===== config.mk =====
export PLATFORM = sky130hd
export DESIGN_NAME = led_stretcher
export DESIGN_NICKNAME = d
export VERILOG_FILES = /design/src/rtl/led_stretcher.sv
export SDC_FILE = /design/constraint.sdc
export NUM_CORES = 1
export LEC_CHECK = 0
export BUFFER_PORTS_ARGS = -buffer_cell sky130_fd_sc_hd__buf_2
export CAP_MARGIN = 20
export CORE_MARGIN = 2
export CORE_UTILIZATION = 35
export CTS_BUF_LIST = sky130_fd_sc_hd__clkbuf_2
export CTS_CLUSTER_DIAMETER = 50
export CTS_CLUSTER_SIZE = 10
export DETAILED_ROUTE_END_ITERATION = 16
export HOLD_SLACK_MARGIN = 0.06
export SETUP_SLACK_MARGIN = 0.05
export SLEW_MARGIN = 20
export SYNTH_ARGS = -nofsm -noshare
export SYNTH_HDL_FRONTEND = slang
export SYNTH_SLANG_ARGS = --single-unit

===== constraint.sdc =====
create_clock -name i_clk -period 5.9 [get_ports i_clk]
set_input_delay 0 -clock i_clk [delete_from_list [all_inputs] [get_ports i_clk]]
set_output_delay 0 -clock i_clk [all_outputs]
set_load 0.03 [all_outputs]

===== src/rtl/led_stretcher.sv =====
// -----------------------------------------------------------------------------
// led_stretcher
//
// Drives board LEDs from internal event or level signals. Each channel has its
// own hold timer, so a request lasting a single clock still lights the LED for
// HOLD_MAX = 2^LGHOLD - 1 clocks. Every request (re)loads the timer. All lit
// channels are gated by one shared, free-running PWM so a single brightness
// value dims the whole bank.
//
// Parameters
//   NLED   : number of independent LED channels
//   LGHOLD : width of each hold timer (hold time is 2^LGHOLD - 1 clocks)
//   LGPWM  : width of the PWM counter and of i_brightness
//
// Ports
//   i_clk        : system clock; every input is synchronous to it
//   i_reset      : synchronous, active-high reset
//   i_led        : per-channel request; any high cycle (re)arms that channel
//   i_brightness : duty control; 0 = off, all-ones = always on
//   o_led        : registered LED drive (stretched AND pwm gate)
//   o_busy       : registered; high while any hold timer is nonzero
// -----------------------------------------------------------------------------
module led_stretcher #(
  parameter int NLED   = 8,
  parameter int LGHOLD = 22,
  parameter int LGPWM  = 8
) (
  input  logic              i_clk,
  input  logic              i_reset,
  input  logic [NLED-1:0]   i_led,
  input  logic [LGPWM-1:0]  i_brightness,
  output logic [NLED-1:0]   o_led,
  output logic              o_busy
);

  // Reload value is exactly all-ones of the timer width.
  localparam logic [LGHOLD-1:0] HOLD_MAX = '1;

  // Per-channel state. The timer register is the real state; IDLE/HOLD is a
  // decoded view of it that keeps the next-state logic readable.
  typedef enum logic {
    CH_IDLE = 1'b0,
    CH_HOLD = 1'b1
  } ch_state_e;

  // ---------------------------------------------------------------------------
  // Registers and their next-state values
  // ---------------------------------------------------------------------------
  logic [LGHOLD-1:0] timer_q [NLED];
  logic [LGHOLD-1:0] timer_d [NLED];
  logic [LGPWM-1:0]  pwm_cnt_q;
  logic [LGPWM-1:0]  pwm_cnt_d;
  logic [NLED-1:0]   led_q;
  logic [NLED-1:0]   led_d;
  logic              busy_q;
  logic              busy_d;

  // Combinational views of the current register state.
  ch_state_e         ch_state [NLED];
  logic [NLED-1:0]   stretched;
  logic              pwm_on;

  // ---------------------------------------------------------------------------
  // Hold timers: request reloads, otherwise count down to zero and stop.
  // ---------------------------------------------------------------------------
  always_comb begin
    // NOTE: every signal written here gets a default before any branch, so no
    // path leaves a value unassigned and no latch can be inferred.
    for (int k = 0; k < NLED; k++) begin
      timer_d[k]   = timer_q[k];
      ch_state[k]  = CH_IDLE;
      stretched[k] = 1'b0;

      if (timer_q[k] != '0) begin
        ch_state[k] = CH_HOLD;
      end
      stretched[k] = (ch_state[k] == CH_HOLD);

      // Retrigger while counting behaves exactly like a first arm.
      if (i_led[k]) begin
        timer_d[k] = HOLD_MAX;
      end else if (ch_state[k] == CH_HOLD) begin
        // Decrement only from a nonzero value, so the timer never wraps.
        timer_d[k] = timer_q[k] - LGHOLD'(1);
      end
    end
  end

  // ---------------------------------------------------------------------------
  // PWM: free-running counter, compared against the live brightness value.
  // All-ones is forced fully on; the compare alone would give one dark cycle
  // per period at that setting.
  // ---------------------------------------------------------------------------
  always_comb begin
    pwm_cnt_d = pwm_cnt_q + LGPWM'(1);
    pwm_on    = (&i_brightness) || (pwm_cnt_q < i_brightness);
  end

  // ---------------------------------------------------------------------------
  // Output next-state. Busy ignores brightness; it reports timer activity.
  // ---------------------------------------------------------------------------
  always_comb begin
    led_d  = stretched & {NLED{pwm_on}};
    busy_d = |stretched;
  end

  // ---------------------------------------------------------------------------
  // State register
  // ---------------------------------------------------------------------------
  // NOTE: sequential state uses non-blocking assignments so every flop samples
  // the pre-edge values regardless of statement order.
  always_ff @(posedge i_clk) begin
    if (i_reset) begin
      // NOTE: the timers are a small array of flops, not a RAM, so resetting
      // them is cheap and required; a request in the reset cycle is dropped.
      for (int k = 0; k < NLED; k++) begin
        timer_q[k] <= '0;
      end
      pwm_cnt_q <= '0;
      led_q     <= '0;
      busy_q    <= 1'b0;
    end else begin
      for (int k = 0; k < NLED; k++) begin
        timer_q[k] <= timer_d[k];
      end
      pwm_cnt_q <= pwm_cnt_d;
      led_q     <= led_d;
      busy_q    <= busy_d;
    end
  end

  assign o_led  = led_q;
  assign o_busy = busy_q;

endmodule

==> results.md, run 1 <==
- Power Density: 258 nW/um^2
- Count of input and output buffers: 26
- Post-synth top area share: 0.429
- Post-synthesis average cell area: 8.64 sq um
- Series of cell instances along the critical path: inv_1 -> ha_1 -> nor3b_1 -> nand4_1 -> o21ai_0 -> o31a_1 -> nor3_1 -> nor2_1 -> dlygate4sd3_1
- XOR/XNOR share of the synthesized area: 0.138
- Synthesized area: 9020 sq um
- Arrival time at the worst endpoint: 3.53 ns
- Top-level port count: 27
- Worst Path Required: 6.56 ns
- Post-synth top area cell: dfxtp_1
- Pins Over Slew Limit: 0
- Top cell family by delay on the critical path: simple AND/OR/NAND/NOR gates
- Worst supply voltage drop on vdd: 0.000121 V
- Proportion of synthesized area in mux cells: 0.00555
- Area enclosed by the die boundary: 27100 sq um
- Start point of the worst min-delay path: i_led[3]
- Transition at the pin with the smallest max-transition slack: 1.07 ns
- Maximum clock insertion buffer count: 2
- Insertion delay of the later-clocked pin in the worst-skew pair: 0.73 ns
- Unique cell type count in the Yosys netlist: 54
- H-tree level count: 4
- Achievable frequency: 349 MHz
- Worst hold-check path type: input pin to flip-flop
- Placeable core area: 25300 sq um
- Chip width: 165 um
- Post-synth net total: 1078
- Global-route wire length before repair: 30800 um
- Largest net degree at the start of global routing: 103
- Vert. Die Dim: 165 um
- Per-cell via count in the routed design: 5.10
- Count leader, synth: dfxtp_1
- Global-route usage over all layers: 0.134
- Slowest cell delay on critical path: 0.60 ns
- RSZ-0062 raised after global routing: no
- Detailed-route DRC error count: 0
- Final-layout fill cell count: 2599
- PostCTS Resize Cnt: 0
- Fraction of registers with async set/reset: 0
- Post-route setup TNS: 0 ns
- Initial DRC Count: 386
- Master of the slowest instance on the critical path: o21ai_0
- Final cycle utilization of the critical path: 0.485
- Final weighted congestion of routability-driven global placement: 0.745
- Worst-case hold slack: 0.141 ns
- Worst Setup SP: timer_q[0][44]
- CTS sink cnt: 193
- Clock buffer count from CTS: 17
- Category of the most critical setup path: flip-flop to flip-flop
- DRT Pass-1 Iters: 5
- Clock tree from TritonCTS: yes
- Post-Synth Simple-Gate Area: 0.228
- Reg-to-reg critical path startpoint: timer_q[0][44]
- Clock transition at path regs: 0.23 ns
- Startpoint types: flip-flop
- Gr ovfl total: 0
- Commonest register cell after synthesis: dfxtp_1
- Row Count: 58
- CP Buf/Inv Count: 2
- Synth Register Bits: 193
- Routed vias: 7222
- Via count of the first global-routing pass: 6885
- Total Nets Final: 1106
- Cell at the root of the clock tree: clkbuf_2
- Sequential cell area in the final layout: 3860 sq um
- Post-detailed-placement half-perimeter wirelength: 11200 um
- Top area cells in the synthesized netlist: dfxtp_1 43%, a21oi_1 9.7%, xnor2_1 8.1%
- Type of element capturing the critical path: flip-flop
- Final setup viols: 0
- Share of synthesized area occupied by flip-flops and latches: 0.429
- Fraction of final layout cells with drive strength greater than 1: 0.0710
- Antenna Violating Nets Remaining: 0
- Share of synthesized cell area in full adder, half adder and majority cells: 0.0222
- Area growth from synthesis to layout: 9.78%
- Wire length after detailed routing: 17400 um
- Max-Slew Margin vs Limit: 0.287
- Antenna violations before repair: 1
- Min Clock Period, post-route: 2.86 ns
- Total count of hold-check failures in the final report: 0
- Result of the run: completed
- Top cell types by occurrence after synthesis: 193 x dfxtp_1, 175 x a21oi_1, 94 x nor2_1
- Multi-input logic area: 4870 sq um
- Syn. warnings: 0
- Number of maximum-capacitance violations: 0
- Static leakage power: 3.55 nW
- Combinational family with the most area after synthesis: simple AND/OR/NAND/NOR gates
- Clock Skews: 0.0471 ns
- Largest fanout on the critical path: 5
- Starting utilization of the core area: 0.357
- Compound-gate portion of the synthesized area: 0.146
- Core utilization of the finished layout: 0.392
- Count of flip-flops with a built-in enable after synthesis: 0
- Routed wirelength normalized by instance count: 12.3 um
- Mapped Cells: 1044
per-layer routing:
layer  routed length [um]  track usage
met5                    0            0
met4                  114       0.0253
met3                  486       0.0304
met2                 8080        0.230
met1                 8750        0.175
state kept, by name (all words and copies together), names as in the netlist:
name,flops
o_led,8
pwm_cnt_q,8
o_busy,1
timer_q,176
metrics by stage:
stage / setup WS, ns / instances / total power [W] / cell area, sq um
after detailed placement: 3.19 / 1362 / 0.00188 / 9430
after global placement: 3.22 / 1362 / 0.00188 / 9430
after CTS: 3.04 / 1415 / 0.00259 / 9900
after global routing: 2.74 / 1416 / 0.00271 / 9900
after floorplan: 3.79 / 1044 / 0.00180 / 9020
final: 3.04 / 1416 / 0.00255 / 9900
area by class of cell:
class	count	share of cell area
clock buffers	19	0.00961
well taps	330	0.0417
multi-input cells	775	0.492
clock inverters	13	0.0162
inverters	36	0.0137
flip-flops and latches	193	0.390
repair buffers	49	0.0365
diodes	1	0.000253
cells in the final DEF, fill, tap and decap left out, drive strengths merged, types with 7 or more instances in the layout:
| master | n |
|---|---|
| a21oi | 175 |
| a31oi | 16 |
| buf | 28 |
| clkbuf | 19 |
| dfxtp | 193 |
| dlygate4sd3 | 21 |
| ha | 16 |
| inv | 38 |
| nand2 | 44 |
| nand2b | 10 |
| nand3 | 26 |
| nand3b | 12 |
| nand4 | 15 |
| nand4b | 8 |
| nor2 | 94 |
| nor3 | 58 |
| nor3b | 7 |
| nor4 | 40 |
| o21ai | 19 |
| or3 | 15 |
| or4 | 14 |
| xnor2 | 83 |
| xor2 | 59 |
logic make-up (layout without fill, tap and decap cells):
family                     count (synthesis)  after routing
adders and majority gates                 16             16
and+or+nand+nor                          373            373
AOI/OAI and AO/OA                        239            239
buffers and inverters                     76            117
muxes                                      5              5
other                                      0              1
xor gates and xnor gates                 142            142
DFF                                      193            193
timing repair:
| action | in CTS | in global routing |
|---|---|---|
| hold buffers | 21 | 0 |
| hold endpoints to repair | 192 | 0 |
| setup buffers | 0 | 0 |
worst reg2reg max path, delay by kind of cell, from the launching register on:
kind | cells | cell delay, ns
fa+ha+maj | 1 | 0.16
compound gates | 2 | 0.82
buf+inv | 2 | 0.63
simple gates | 4 | 0.82
flops | 1 | 0.40
power by group:
part | total, W | internal [W] | switching, W
sequential | 0.00151 | 0.00141 | 0.0000995
combinational | 0.000361 | 0.000163 | 0.000198
clock | 0.000683 | 0.000241 | 0.000442
path summary, 6_finish.rpt:
| check | end | slack [ns] | depth (start not counted) |
|---|---|---|---|
| worst min register to register | pwm_cnt_q[0] | 0.49 | 1 |
| worst max register to register | timer_q[0][55] | 3.04 | 9 |
| worst min-delay path | timer_q[0][75] | 0.14 | 4 |
| worst max-delay path | timer_q[0][55] | 3.04 | 9 |
No activity file was read; power rests on OpenSTA's default activity.
==> run 2: changes to the inputs <==
--- a/config.mk
+++ b/config.mk
@@ -5,6 +5,7 @@
 export SDC_FILE = /design/constraint.sdc
 export NUM_CORES = 1
 export LEC_CHECK = 0
+export ABC_AREA = 1
 export BUFFER_PORTS_ARGS = -buffer_cell sky130_fd_sc_hd__buf_2
 export CAP_MARGIN = 20
 export CORE_MARGIN = 2
==> constraint.sdc (replaced) <==
create_clock -name i_clk -period 3 [get_ports i_clk]
set_input_delay 0 -clock i_clk [delete_from_list [all_inputs] [get_ports i_clk]]
set_output_delay 0 -clock i_clk [all_outputs]
set_load 0.03 [all_outputs]
==> run 2 against run 1 <==
Compared with the run above:
- via count grew 56%
- sequential share of layout area fell by 8.0 points
- fmax grew 31%
- critical endpoint is now timer_q[1][0]
==> results.md, run 2 <==
- Compound-gate portion of the synthesized area: 0.0772 (was 0.146)
- Syn. warnings: 0 (unchanged)
- Mapped Cells: 1841 (was 1044)
- Min Clock Period, post-route: 2.19 ns (was 2.86 ns)
- Clock buffer count from CTS: 17 (unchanged)
- Unique cell type count in the Yosys netlist: 36 (was 54)
- Sequential share of power: 0.555 (was 0.591)
- Post-CTS repair timing setup buffer count: 0 (unchanged)
- Synth Register Bits: 193 (unchanged)
- Design Area, Final: 12500 sq um (was 9900 sq um)
- Post-detailed-placement half-perimeter wirelength: 19700 um (was 11200 um)
- Post-Synth Simple-Gate Area: 0.481 (was 0.228)
- Pins Over Slew Limit: 0 (unchanged)
- Series of cell instances along the critical path: inv_1 -> ha_1 -> nand2_2 -> nor2_2 -> nand3_4 -> a21oi_2 -> a21oi_2 -> dlygate4sd3_1 (was inv_1 -> ha_1 -> nor3b_1 -> nand4_1 -> o21ai_0 -> o31a_1 -> nor3_1 -> nor2_1 -> dlygate4sd3_1)
- Post-synthesis average cell area: 6.24 sq um (was 8.64 sq um)
- Most common cell after layout, fill and taps aside: nand2_1 (was dfxtp_1)
- Top cell types by occurrence after synthesis: 454 x nand2_1, 396 x nor2_1, 193 x dfxtp_1 (was 193 x dfxtp_1, 175 x a21oi_1, 94 x nor2_1)
- Final weighted congestion of routability-driven global placement: 0.854 (was 0.745)
- Initial DRC Count: 728 (was 386)
- Startpoint types: flip-flop (unchanged)
- Largest net degree at the start of global routing: 174 (was 103)
- Worst Reg2Reg Path Length in Cells: 8 (was 9)
- Master of the slowest instance on the critical path: dlygate4sd3_1 (was o21ai_0)
- Final cycle utilization of the critical path: 0.729 (was 0.485)
- Antenna violations before repair: 1 (unchanged)
- Worst supply voltage drop on vdd: 0.000246 V (was 0.000121 V)
- Critical register-to-register path endpoint: timer_q[1][0] (was timer_q[0][55])
- Endpoint of the worst hold path: o_led[3] (was timer_q[0][75])
- Max-Slew Margin vs Limit: 0.318 (was 0.287)
- P_int: 0.00341 W (was 0.00181 W)
- Starting utilization of the core area: 0.354 (was 0.357)
- Placeable core area: 32500 sq um (was 25300 sq um)
- Relative contribution of the clock network to total power: 0.242 (was 0.268)
- Static leakage power: 5.56 nW (was 3.55 nW)
- Cell at the root of the clock tree: clkbuf_2 (unchanged)
- Post-synth net total: 1875 (was 1078)
- Vert. Die Dim: 185 um (was 165 um)
- Max reg flops: 176 (unchanged)
- Start point of the worst min-delay path: i_brightness[0] (was i_led[3])
- Number of maximum-capacitance violations: 0 (unchanged)
- DRT Pass-1 Iters: 6 (was 5)
- Total Nets Final: 1904 (was 1106)
- Proportion of synthesized area in mux cells: 0 (was 0.00555)
- Power Density: 428 nW/um^2 (was 258 nW/um^2)
- Type of element capturing the critical path: flip-flop (unchanged)
- Fraction of final layout cells with drive strength greater than 1: 0.0887 (was 0.0710)
- Row Count: 66 (was 58)
- Top cell family by delay on the critical path: buffers and inverters (was simple AND/OR/NAND/NOR gates)
- XOR/XNOR share of the synthesized area: 0.000762 (was 0.138)
- RSZ-0062 raised after global routing: no (unchanged)
- Post-route setup TNS: 0 ns (unchanged)
- Slowest cell delay on critical path: 0.58 ns (was 0.60 ns)
- Most flop-heavy register: timer_q (unchanged)
- Category of the most critical setup path: flip-flop to flip-flop (unchanged)
- Reg2reg setup slack: 0.81 ns (was 3.04 ns)
- Count leader, synth: nand2_1 (was dfxtp_1)
- Share of synthesized cell area in full adder, half adder and majority cells: 0.0174 (was 0.0222)
- Post-synth top area cell: dfxtp_1 (unchanged)
- Routed wirelength normalized by instance count: 12.1 um (was 12.3 um)
- Placed cell areas: 12000 sq um (was 9430 sq um)
- Cell repeated most along the worst path: a21oi_2
- Via count of the first global-routing pass: 10.2k (was 6885)
- Chip width: 185 um (was 165 um)
- Count of input and output buffers: 26 (unchanged)
- Gr ovfl total: 0 (unchanged)
- Routed vias: 11.3k (was 7222)
- Clock transition at path regs: 0.33 ns (was 0.23 ns)
- Largest fanout on the critical path: 13 (was 5)
- Switching share of power: 0.360 (was 0.289)
- Final setup viols: 0 (unchanged)
- Top area cells in the synthesized netlist: dfxtp_1 34%, nand2_1 15%, nor2_1 13% (was dfxtp_1 43%, a21oi_1 9.7%, xnor2_1 8.1%)
- H-tree level count: 4 (unchanged)
- Clock tree from TritonCTS: yes (unchanged)
- Post-synth top area share: 0.336 (was 0.429)
- Area growth from synthesis to layout: 8.50% (was 9.78%)
- Result of the run: completed (unchanged)
- Area enclosed by the die boundary: 34300 sq um (was 27100 sq um)
- Commonest register cell after synthesis: dfxtp_1 (unchanged)
- Per-cell via count in the routed design: 4.84 (was 5.10)
- Worst hold-check path type: input pin to flip-flop (unchanged)
- Fraction of registers with async set/reset: 0 (unchanged)
- Arrival time at the worst endpoint: 2.93 ns (was 3.53 ns)
- Maximum clock insertion buffer count: 2 (unchanged)
- Share of synthesized area occupied by flip-flops and latches: 0.336 (was 0.429)
- CP Buf/Inv Count: 2 (unchanged)
- Core utilization of the finished layout: 0.384 (was 0.392)
- Switching power: 0.00192 W (was 0.000739 W)
- Total count of hold-check failures in the final report: 0 (unchanged)
- Antenna Violating Nets Remaining: 0 (unchanged)
- Comb pwr share: 0.203 (was 0.141)
- Cell count of the worst hold path: 9 (was 4)
- Insertion delay of the later-clocked pin in the worst-skew pair: 0.79 ns (was 0.73 ns)
- CTS sink cnt: 193 (unchanged)
- Commonest cells after routing, fill and taps aside: 454 x nand2_1, 396 x nor2_1, 193 x dfxtp_1 (was 193 x dfxtp_1, 175 x a21oi_1, 94 x nor2_1)
- Clock Skews: 0.0527 ns (was 0.0471 ns)
- Global-route wire length before repair: 47900 um (was 30800 um)
- Wire length after detailed routing: 28200 um (was 17400 um)
- Top-level port count: 27 (unchanged)
- Achievable frequency: 457 MHz (was 349 MHz)
- Count of flip-flops with a built-in enable after synthesis: 0 (unchanged)
- Transition at the pin with the smallest max-transition slack: 1.02 ns (was 1.07 ns)
- Synthesized area: 11500 sq um (was 9020 sq um)
- Detailed-route DRC error count: 0 (unchanged)
- Combinational family with the most area after synthesis: simple AND/OR/NAND/NOR gates (unchanged)
- Worst Path Required: 3.75 ns (was 6.56 ns)
- Global-route usage over all layers: 0.168 (was 0.134)
- Reg-to-reg critical path startpoint: timer_q[1][1] (was timer_q[0][44])
run 2: changes by cell type in the layout (fill, tap and decap cells not counted), sizes merged, moves of 34 or more:
cell   before  now
nor4       40    2
xnor2      83    0
a21oi     175   88
nor2       94  445
nand2      44  471
inv        38  200
xor2       59    1
nand3      26  203
nor3       58    2
nand4      15   49
run 2: worst max path at each step:
stage | end | startpoint | cells past startpoint | slack, ns
after detailed placement | o_busy | timer_q[1][22] | 9 | 1.0
after global placement | o_busy | timer_q[1][22] | 9 | 1.05
after CTS | timer_q[1][0] | timer_q[1][1] | 8 | 0.80
after floorplan | timer_q[0][30] | timer_q[0][22] | 10 | 1.50
final | timer_q[1][0] | timer_q[1][1] | 8 | 0.81
after global routing | o_busy | timer_q[1][22] | 9 | 0.62
run 2: timing repair:
item                      CTS  global route
resized for setup           0             0
hold buffers               25             0
hold endpoints to repair  193             0
run 2: cells by family (layout without fill, tap and decap cells):
family,after synthesis,count (layout)
compound gates,160,160
xor+xnor,1,1
fa+ha+maj,16,16
buf+inv,246,287
flops,193,193
other cells,0,1
simple gates,1225,1225
run 2: per-stage QoR:
step,std cells,setup slack (ns),power [W],hold WS [ns]
final,2325,0.814,0.00533,0.154
after global routing,2325,0.621,0.00570,0.0996
after CTS,2324,0.804,0.00540,0.0755
after detailed placement,2268,0.996,0.00405,0.282
after global placement,2268,1.05,0.00404,0.275
after floorplan,1841,1.50,0.00380,0.127
run 2: worst min-delay path, delay by kind of cell:
family | cells | cell delay, ns
and+or+nand+nor | 5 | 0.56
buffers and inverters | 2 | 0.17
AOI/OAI and AO/OA | 2 | 0.23
run 2: area by class of cell:
| cell class | count | area, sq um |
|---|---|---|
| Antenna cell | 1 | 2.50 |
| Clock buffer | 17 | 85.1 |
| Clock inverter | 14 | 140 |
| Fill cell | 3482 | 20000 |
| Inverter | 200 | 758 |
| Multi-Input combinational cell | 1402 | 6630 |
| Sequential cell | 193 | 3860 |
| Tap cell | 442 | 553 |
| Timing Repair Buffer | 56 | 437 |
run 2: power by group through the flow:
stage | logic (W) | clock network [W] | registers (W)
final | 0.00108 | 0.00129 | 0.00296
after global routing | 0.00125 | 0.00146 | 0.00299
after CTS | 0.00108 | 0.00136 | 0.00296
after detailed placement | 0.00105 | 0 | 0.00300
after global placement | 0.00104 | 0 | 0.00300
after floorplan | 0.000831 | 0 | 0.00296
run 2: metal layers:
metal  vias to the layer above  share of wire  global-route usage  routed length, um
li1                       5961              -                   -                  -
met2                       165           0.46               0.283              12900
met3                        20          0.030              0.0248                848
met4                         0          0.011              0.0429                305
met5                         -              0                   0                  0
met1                      5104           0.50               0.225              14100
